<file path="src/rtl/hm2_pinmux_pkg.sv">
// Shared types and board geometry for the hostmot2 GPIO pin-mux sequencer.
// Word count and CTRL address are derived from the pin count.
package hm2_pinmux_pkg;

  localparam int BOARD_IO_PORTS   = 3;
  localparam int BOARD_PORT_WIDTH = 24;
  localparam int BOARD_IO_WIDTH   = BOARD_IO_PORTS * BOARD_PORT_WIDTH;

  typedef enum logic [1:0] {
    MODE_IN  = 2'd0,
    MODE_HM2 = 2'd1,
    MODE_LO  = 2'd2,
    MODE_HI  = 2'd3
  } pin_mode_t;

  typedef enum logic [2:0] {
    ST_IDLE,
    ST_PARK,
    ST_SETTLE,
    ST_LOAD,
    ST_FINISH
  } seq_state_t;

  // Two mode bits per pin, packed into bus-width words; CTRL sits right after.
  function automatic int calc_nwords(input int io_width, input int bus_width);
    return (2 * io_width + bus_width - 1) / bus_width;
  endfunction

  function automatic int calc_ctrl_addr(input int io_width, input int bus_width);
    return calc_nwords(io_width, bus_width);
  endfunction

endpackage

</file>
<file path="src/rtl/pinmux_shadow_regs.sv">
// Shadow mode storage with registered readback; writes arriving while a
// sequence runs are dropped and flagged with a one-cycle reject pulse.
module pinmux_shadow_regs
  import hm2_pinmux_pkg::*;
#(
  parameter int IOWidth   = BOARD_IO_WIDTH,
  parameter int BusWidth  = 32,
  parameter int AddrWidth = 4,
  parameter int NWords    = calc_nwords(IOWidth, BusWidth)
) (
  input  logic                 clk_i,
  input  logic                 reset_ni,
  input  logic                 bus_wr_i,
  input  logic                 bus_rd_i,
  input  logic [AddrWidth-1:0] bus_addr_i,
  input  logic [BusWidth-1:0]  bus_wdata_i,
  input  logic                 busy_i,
  input  logic                 pending_i,
  input  logic [7:0]           port_idx_i,
  output logic [BusWidth-1:0]  bus_rdata_o,
  output logic                 wr_reject_o,
  output logic                 commit_o,
  output logic [2*IOWidth-1:0] shadow_o
);

  localparam int WIDX = (NWords > 1) ? $clog2(NWords) : 1;
  localparam logic [AddrWidth-1:0] CTRL_ADDR = AddrWidth'(calc_ctrl_addr(IOWidth, BusWidth));

  logic [BusWidth-1:0] shadow_q [NWords];
  logic [BusWidth-1:0] rdata_q;
  logic                reject_q;
  logic [WIDX-1:0]     word_idx;
  logic                is_word;
  logic                is_ctrl;
  logic [BusWidth-1:0] wmask;
  logic [BusWidth-1:0] ctrl_word;

  assign word_idx = bus_addr_i[WIDX-1:0];
  assign is_word  = bus_addr_i < CTRL_ADDR;
  assign is_ctrl  = bus_addr_i == CTRL_ADDR;
  assign commit_o = bus_wr_i && is_ctrl && bus_wdata_i[0];

  // Bits beyond the last pin never store anything, so they read back as 0.
  always_comb begin
    wmask = '0;
    for (int b = 0; b < BusWidth; b++) begin
      wmask[b] = (int'(word_idx) * BusWidth + b) < 2 * IOWidth;
    end
    ctrl_word       = '0;
    ctrl_word[0]    = busy_i;
    ctrl_word[1]    = pending_i;
    ctrl_word[15:8] = port_idx_i;
  end

  always_ff @(posedge clk_i or negedge reset_ni) begin
    if (!reset_ni) begin
      for (int w = 0; w < NWords; w++) shadow_q[w] <= '0;
      rdata_q  <= '0;
      reject_q <= 1'b0;
    end else begin
      reject_q <= bus_wr_i && is_word && busy_i;
      if (bus_wr_i && is_word && !busy_i) shadow_q[word_idx] <= bus_wdata_i & wmask;
      if (bus_rd_i) rdata_q <= is_word ? shadow_q[word_idx] : (is_ctrl ? ctrl_word : '0);
    end
  end

  always_comb begin
    shadow_o = '0;
    for (int i = 0; i < IOWidth; i++) begin
      shadow_o[2*i +: 2] = shadow_q[WIDX'((2 * i) / BusWidth)][(2 * i) % BusWidth +: 2];
    end
  end

  assign bus_rdata_o = rdata_q;
  assign wr_reject_o = reject_q;

endmodule

</file>
<file path="src/rtl/gpio_pinmux_sequencer.sv">
// Applies committed shadow pin modes port by port: park hi-Z, settle, load.
// A commit during a sequence is remembered and relaunches straight from FINISH.
module gpio_pinmux_sequencer
  import hm2_pinmux_pkg::*;
#(
  parameter int IOPorts      = BOARD_IO_PORTS,
  parameter int PortWidth    = BOARD_PORT_WIDTH,
  parameter int IOWidth      = BOARD_IO_WIDTH,
  parameter int BusWidth     = 32,
  parameter int AddrWidth    = 4,
  parameter int SettleCycles = 4
) (
  input  logic                 clk,
  input  logic                 reset_n,
  input  logic                 bus_wr,
  input  logic                 bus_rd,
  input  logic [AddrWidth-1:0] bus_addr,
  input  logic [BusWidth-1:0]  bus_wdata,
  output logic [BusWidth-1:0]  bus_rdata,
  output logic [2*IOWidth-1:0] active_mode,
  output logic [IOPorts-1:0]   port_parked,
  output logic                 busy,
  output logic                 done,
  output logic                 wr_reject
);

  localparam int NWords = calc_nwords(IOWidth, BusWidth);
  localparam int PW     = (IOPorts > 1) ? $clog2(IOPorts) : 1;
  localparam int PSW    = 2 * PortWidth;
  localparam logic [PW-1:0] LAST_PORT   = PW'(IOPorts - 1);
  localparam logic [7:0]    SETTLE_INIT = 8'(SettleCycles - 1);

  seq_state_t           state_q, state_d;
  logic [PW-1:0]        port_q, port_d;
  logic [7:0]           cnt_q, cnt_d;
  logic                 pending_q, pending_d;
  logic [2*IOWidth-1:0] mode_q;
  logic [IOPorts-1:0]   parked_q;
  logic                 commit;
  logic [2*IOWidth-1:0] shadow;

  pinmux_shadow_regs #(
    .IOWidth  (IOWidth),
    .BusWidth (BusWidth),
    .AddrWidth(AddrWidth),
    .NWords   (NWords)
  ) u_shadow (
    .clk_i      (clk),
    .reset_ni   (reset_n),
    .bus_wr_i   (bus_wr),
    .bus_rd_i   (bus_rd),
    .bus_addr_i (bus_addr),
    .bus_wdata_i(bus_wdata),
    .busy_i     (busy),
    .pending_i  (pending_q),
    .port_idx_i (8'(port_q)),
    .bus_rdata_o(bus_rdata),
    .wr_reject_o(wr_reject),
    .commit_o   (commit),
    .shadow_o   (shadow)
  );

  always_ff @(posedge clk or negedge reset_n) begin
    if (!reset_n) begin
      state_q   <= ST_IDLE;
      port_q    <= '0;
      cnt_q     <= '0;
      pending_q <= 1'b0;
    end else begin
      state_q   <= state_d;
      port_q    <= port_d;
      cnt_q     <= cnt_d;
      pending_q <= pending_d;
    end
  end

  always_comb begin
    state_d   = state_q;
    port_d    = port_q;
    cnt_d     = cnt_q;
    pending_d = pending_q | commit;
    case (state_q)
      ST_IDLE, ST_FINISH: begin
        if (commit || pending_q) begin
          state_d   = ST_PARK;
          port_d    = '0;
          pending_d = 1'b0;
        end else begin
          state_d = ST_IDLE;
        end
      end
      ST_PARK: begin
        cnt_d   = SETTLE_INIT;
        state_d = ST_SETTLE;
      end
      ST_SETTLE: begin
        if (cnt_q == 8'd0) state_d = ST_LOAD;
        else cnt_d = cnt_q - 8'd1;
      end
      ST_LOAD: begin
        if (port_q == LAST_PORT) begin
          state_d = ST_FINISH;
        end else begin
          port_d  = port_q + 1'b1;
          state_d = ST_PARK;
        end
      end
      default: state_d = ST_IDLE;
    endcase
  end

  always_comb begin
    busy = 1'b0;
    done = 1'b0;
    case (state_q)
      ST_PARK, ST_SETTLE, ST_LOAD: busy = 1'b1;
      ST_FINISH:                   done = 1'b1;
      default: ;
    endcase
  end

  // Every port passes through hi-Z before taking new modes, so no driven-to-driven glitch.
  always_ff @(posedge clk or negedge reset_n) begin
    if (!reset_n) begin
      mode_q   <= '0;
      parked_q <= '1;
    end else begin
      for (int i = 0; i < IOPorts; i++) begin
        if (port_q == PW'(i)) begin
          if (state_q == ST_PARK) begin
            parked_q[i]          <= 1'b1;
            mode_q[i*PSW +: PSW] <= {PortWidth{MODE_IN}};
          end else if (state_q == ST_LOAD) begin
            parked_q[i]          <= 1'b0;
            mode_q[i*PSW +: PSW] <= shadow[i*PSW +: PSW];
          end
        end
      end
    end
  end

  assign active_mode = mode_q;
  assign port_parked = parked_q;

endmodule

</file>
<file path="config.mk">
export PLATFORM = sky130hd
export DESIGN_NAME = gpio_pinmux_sequencer
export DESIGN_NICKNAME = d
export VERILOG_FILES = /design/src/rtl/hm2_pinmux_pkg.sv /design/src/rtl/pinmux_shadow_regs.sv /design/src/rtl/gpio_pinmux_sequencer.sv
export SDC_FILE = /design/constraint.sdc
export NUM_CORES = 1
export LEC_CHECK = 0
export CELL_PAD_IN_SITES_DETAIL_PLACEMENT = 0
export CELL_PAD_IN_SITES_GLOBAL_PLACEMENT = 2
export CORE_ASPECT_RATIO = 0.9
export CORE_MARGIN = 4
export CORE_UTILIZATION = 38
export CTS_BUF_LIST = sky130_fd_sc_hd__clkbuf_16
export DETAILED_ROUTE_END_ITERATION = 16
export GPL_TIMING_DRIVEN = 0
export PLACE_DENSITY = 0.95
export SYNTH_ARGS = -nofsm -noshare
export SYNTH_HDL_FRONTEND = slang
export SYNTH_SLANG_ARGS = --single-unit
</file>
<file path="constraint.sdc">
create_clock -name clk -period 3.55 [get_ports clk]
set_input_delay 0.8875 -clock clk [delete_from_list [all_inputs] [get_ports clk]]
set_output_delay 0.8875 -clock clk [all_outputs]
set_load 0.02 [all_outputs]
</file>
Word-level counts from Yosys, hierarchy flattened:

Cells that the tools add are included.

* flip-flop bits (word level): 354
* output and inout port bits: 182
* word-level logic and storage cells: 149

* $add $sub $neg: 33
* $lt $le $gt $ge: 35
* equality and inequality tests: 11
* mux-type cells: 29
* bitwise logic cells: 3
* reduce and logical (&&, ||, !) cells: 21

Operators with widths (number)
* < comparator 32 x 9 -> 1 bit (second input constant): 31
* 2-to-1 mux 48 bit: 5
* bitwise mux 160 bit: 1
* 2-to-1 mux 32 bit: 5
* adder 8 x 5 -> 9 bit (second input constant): 16
* binary-select mux 32 bit (select 3 bit): 1
* demux 32 bit (select 3 bit): 1
* adder 8 x 4 -> 9 bit (second input constant): 8
* adder 8 x 3 -> 9 bit (second input constant): 4
* AND 32 bit: 1
* adder 8 x 2 -> 9 bit (second input constant): 2
* case mux 8 bit (2 select lines): 1
* case mux 3 bit (4 select lines): 1
* 2-to-1 mux 10 bit: 1
* adder 8 x 1 -> 9 bit (second input constant): 1
* zero test 8 bit: 1
* < comparator 8 bit (second input constant): 1
* 2-to-1 mux 8 bit: 1
* != test 2 bit (second input constant): 4
* AND reduction 2 bit: 4
* subtractor 8 x 1 -> 8 bit (second input constant): 1
* 2-to-1 mux 1 bit: 7
* equality test 3 x 2 -> 1 bit (second input constant): 2
* logical AND 1 bit: 6
* other kinds (22): 26

Logic depth before layout (Yosys ltp):

* depth after elaboration: 6
* gate-level depth with buffers: 8
* gate-level depth less buffers: 6

Cells and area by module:

Synthesis repeated with hierarchy kept, for this count alone.

* cells, all modules: 1473
* area, all modules: 16080.4 um^2

Modules (own cells, without submodules)
* pinmux_shadow_regs: times used 1, cells each 759, area each 9574.2 um^2, sequential area each 4829.6 um^2
* gpio_pinmux_sequencer: times used 1, cells each 714, area each 6506.2 um^2, sequential area each 4032.6 um^2

Least setup slack after synthesis:

OpenSTA, ideal clock, no wires.

* kind: input to register
* start: in bus_addr[0]
* end: reg u_shadow.rdata_q[21] (netlist: u_shadow.bus_rdata_o[21])
* library setup time: 0.126 ns
* arrival: 2.188 ns
* data required time: 3.424 ns
* path slack: 1.236 ns
* stages: 5
* path buffers: 2
* cells stage by stage: buf_4 buf_4 mux4_2 and2_1 a221o_1

* cells in the longest elaborated chain, start to end: 5

Ends and longest elaborated chain
* start, declared: RTL line gpio_pinmux_sequencer.sv:17 `input logic [AddrWidth-1:0] bus_addr,`
* NOT 3 -> 4 bit (implied by the code): RTL line pinmux_shadow_regs.sv:63 `if (bus_rd_i) rdata_q <= is_word ? shadow_q[word_idx] : (is_ctrl ? ctrl_word : '0);`
* binary-select mux 32 bit (select 3 bit): RTL line pinmux_shadow_regs.sv:63
* 2-to-1 mux 32 bit (implied by the code) (2 in a row): RTL line pinmux_shadow_regs.sv:63
* 2-to-1 mux 32 bit (*): RTL line pinmux_shadow_regs.sv:63
* end signal, assigned: RTL line pinmux_shadow_regs.sv:63
* end, declared: RTL line pinmux_shadow_regs.sv:30 `logic [BusWidth-1:0] rdata_q;`

Mark *: on every way between the ends. The rest lies on a longest branch, timed or not. The select of a mux whose other input is x is not followed.
A chain may end at the register's enable or synchronous reset.

Final worst setup path:

* start: reg state_q[1]
* end: out done

* cells in the longest elaborated chain, start to end: 2

Ends and longest elaborated chain
* start, declared: RTL line gpio_pinmux_sequencer.sv:33 `seq_state_t state_q, state_d;`
* start signal, assigned: RTL line gpio_pinmux_sequencer.sv:70 `state_q <= state_d;`
* equality test 3 bit: RTL line gpio_pinmux_sequencer.sv:115 `case (state_q)`
* 2-to-1 mux 1 bit: RTL line gpio_pinmux_sequencer.sv:115
* end, declared: RTL line gpio_pinmux_sequencer.sv:23 `output logic done,`

No other way between the ends.

==> results.json <==
{
  "antenna_found_initial": 3,
  "die_y_um": 191,
  "gp_congestion": 0.844,
  "synth_edf_count": 0,
  "cp_max_fo": 10,
  "skew_ns": 0.0287,
  "cts_buffer_depth": 3,
  "netlist_instances": 1268,
  "finalMaxSlewViolations": 0,
  "ir_worst_vdd_mv": 0.452,
  "crit_arrival_ns": 2.42,
  "ys_seq_area_share_pct": 59.6,
  "viasPerCell": 5.25,
  "first_global_vias": 10800,
  "holdCritPathClass": "in -> async",
  "timing.rr.end": "active_mode[114]$_DFFE_PN0P_",
  "routed_wl_um": 45300,
  "die-area_um2": 40500,
  "hold_slack_ns": 0.417,
  "final_util_pct": 49.6,
  "post-cts-setup-buffer-count": 0,
  "syn_avg_cell_area_um2": 11.2,
  "worst_pin_slew_ns": 0.943,
  "grt_max_degree": 126,
  "synth-async-reset-ratio_pct": 100,
  "clock_power_share_pct": 33.1,
  "placed_cells": 1966,
  "finalPower_uw": 10900,
  "insertion_delay_ns": 0.54,
  "crit_required_ns": 2.66,
  "reg2reg_from": "state_q[0]$_DFFE_PN0P_",
  "track_usage_pct": 22.0,
  "grt_overflow_total": 0,
  "rows": 66,
  "setup_viol_count_final": 0,
  "io_buffers": 204,
  "worst_setup_path_start_kind": "flop",
  "cts_resized": 0,
  "switching_share_pct": 31.0,
  "leakagePower_uw": 0.00802,
  "ys_types": 49,
  "drt_pre_antenna_iters": 5,
  "cts-root-buf": "clkbuf_16",
  "slew-limit-headroom_pct": 37.1,
  "synth_seq_cells": 338,
  "yosysWarnings": 0,
  "p_sw_uw": 3380,
  "start_util_pct": 38.9,
  "r2r_slack_ns": 1.05,
  "ctsHoldBuffers": 0,
  "first_iter_violations": 720,
  "fin_crit_sh_pct": 93.0,
  "p_int_uw": 7500,
  "p_comb_share_pct": 21.6,
  "worstSetupPathType": "reg -> out",
  "cts.reportedPaths.clkPinSlew_ns": 0.06,
  "final_cells": 2032,
  "synth_area_um2": 14200,
  "finalHoldViolCount": 0,
  "r2r_cells": 8,
  "synthToLayoutAreaGrowth_pct": 27.5,
  "routedWlPerCell_um": 22.3,
  "final_nets": 1574,
  "antenna_cells": 0,
  "coreArea_um2": 36500,
  "grt_first_pass_wirelength_um": 67700,
  "synth_flop_cell": "dfrtp_1",
  "rsz0062_at_grt": "false",
  "status": "completed",
  "endpoint_kind": "output pin",
  "cts_made_buffers": 37,
  "p_per_area_nw_per_um2": 601,
  "clock-sinks": 338,
  "maxCapViolations": 0,
  "ant_nets": 0,
  "io_pins": 222,
  "drc": 0,
  "finalCriticalPeriod_ns": 3.30,
  "layout-drive-gt1-share_pct": 14.2,
  "cts_tree": "yes",
  "seqPwrFrac_pct": 45.3,
  "dp_hpwl_um": 31800,
  "fmaxAchievable_ghz": 0.303,
  "vias": 10700,
  "htree_levels": 2,
  "die_x_um": 212
}
## worst max-delay path, cell delays in order, from the launching register on
cell	delay, ns
dfrtp_1	0.37
buf_6	0.14
clkbuf_1	0.27
nor2_1	0.23
and2_1	0.24
clkdlybuf4s50_1	0.64
## synth_stat cells, types with 4 or more instances
library cell / number / share of area, %
dfrtp_1: 335 / 59
nor3_1: 5 / 0.18
nor2b_1: 13 / 0.57
and2_1: 47 / 2.1
mux4_2: 32 / 5.1
ha_1: 5 / 0.44
o21ai_2: 4 / 0.25
nand3_1: 5 / 0.18
a21oi_1: 7 / 0.25
mux2_4: 16 / 1.7
mux2_2: 68 / 5.4
buf_6: 5 / 0.40
inv_1: 7 / 0.19
nand2_1: 347 / 9.2
nor2_1: 10 / 0.26
nand2b_1: 4 / 0.18
o21ai_0: 183 / 6.5
buf_2: 17 / 0.60
o21ai_1: 13 / 0.46
clkbuf_1: 63 / 1.7
a221o_1: 30 / 2.1
buf_4: 19 / 1.0
## cell families (layout without fill, tap and decap cells)
family	after synthesis	count (layout)	share of synthesized area, %
other cells	1	16	0.0264
fa+ha+maj	5	5	0.441
flops	338	338	59.6
simple gates	445	445	13.4
xor+xnor	1	1	0.0617
compound gates	247	247	10.2
mux	118	118	12.3
buf+inv	113	386	3.91
## sequential cells by signal (all words and copies together) (netlist names)
| signal | count |
|---|---|
| u_shadow.shadow_q | 32 |
| u_shadow.wr_reject_o | 1 |
| u_shadow.shadow_o | 128 |
| active_mode | 128 |
| cnt_q | 8 |
| state_q | 3 |
| port_q | 2 |
| port_parked | 3 |
| u_shadow.bus_rdata_o | 32 |
| pending_q | 1 |
## per-layer routing
metal	global-route usage, %	wire length, um	up-vias
met3	3.18	2710	65
met5	0	13	-
met4	6.07	1090	2
met1	32.4	20600	5414
li1	-	-	4845
met2	34.4	20800	346
## worst max-delay path by stage
stage,to,from,slack [ns],cells after the start
2_1_floorplan,u_shadow.bus_rdata_o[21]$_DFFE_PN0P_,bus_addr[0],1.24,5
3_3_place_gp,u_shadow.bus_rdata_o[4]$_DFFE_PN0P_,reset_n,-13.04,1
3_5_place_dp,u_shadow.shadow_o[15]$_DFFE_PN0P_,bus_addr[1],0.12,7
4_1_cts,done,state_q[1]$_DFFE_PN0P_,0.21,5
5_1_grt,done,state_q[1]$_DFFE_PN0P_,0.19,5
6_report,done,state_q[1]$_DFFE_PN0P_,0.25,5
## layout make-up
cell class	instances	area, um2
fillers	3364	18400
flip-flops and latches	338	8460
multi-input cells	832	5230
repair buffers	207	2130
clock buffers	37	926
well taps	476	596
plain buffers	104	520
clock inverters	29	201
inverters	9	33.8
## power by group through the flow
stage	sequential (uW)	clock, uW	combinational, uW
CTS	4910	3670	2370
global placement	4960	0	2300
floorplan	4970	0	1280
detailed placement	4980	0	2360
finish	4930	3600	2350
global route	4990	3860	2550
## layout by cell type, fill, tap and decap left out, drive strengths merged, types with 3 or more instances in the layout
cell           instances
nor3                   5
dfstp                  3
nor2b                 13
conb                  16
nor2                  10
a221o                 30
mux2                  85
inv                   18
ha                     5
mux4                  32
clkinv                17
and2                  47
nand2b                 4
clkdlybuf4s50        203
nand2                347
dfrtp                335
nand3                  5
clkbuf               100
o21ai                200
a21oi                  7
buf                   45
nand4b                 3
## metrics by stage
| stage | setup WS [ns] | instance area (um2) | setup TNS [ns] |
|---|---|---|---|
| 2_1_floorplan | 1.24 | 14200 | 0 |
| 3_3_place_gp | -13.04 | 16900 | -4384.94 |
| 3_5_place_dp | 0.115 | 17000 | 0 |
| 4_1_cts | 0.210 | 18100 | 0 |
| 5_1_grt | 0.194 | 18100 | 0 |
| 6_report | 0.247 | 18100 | 0 |
Note: power is estimated with default switching activity, not from simulation.
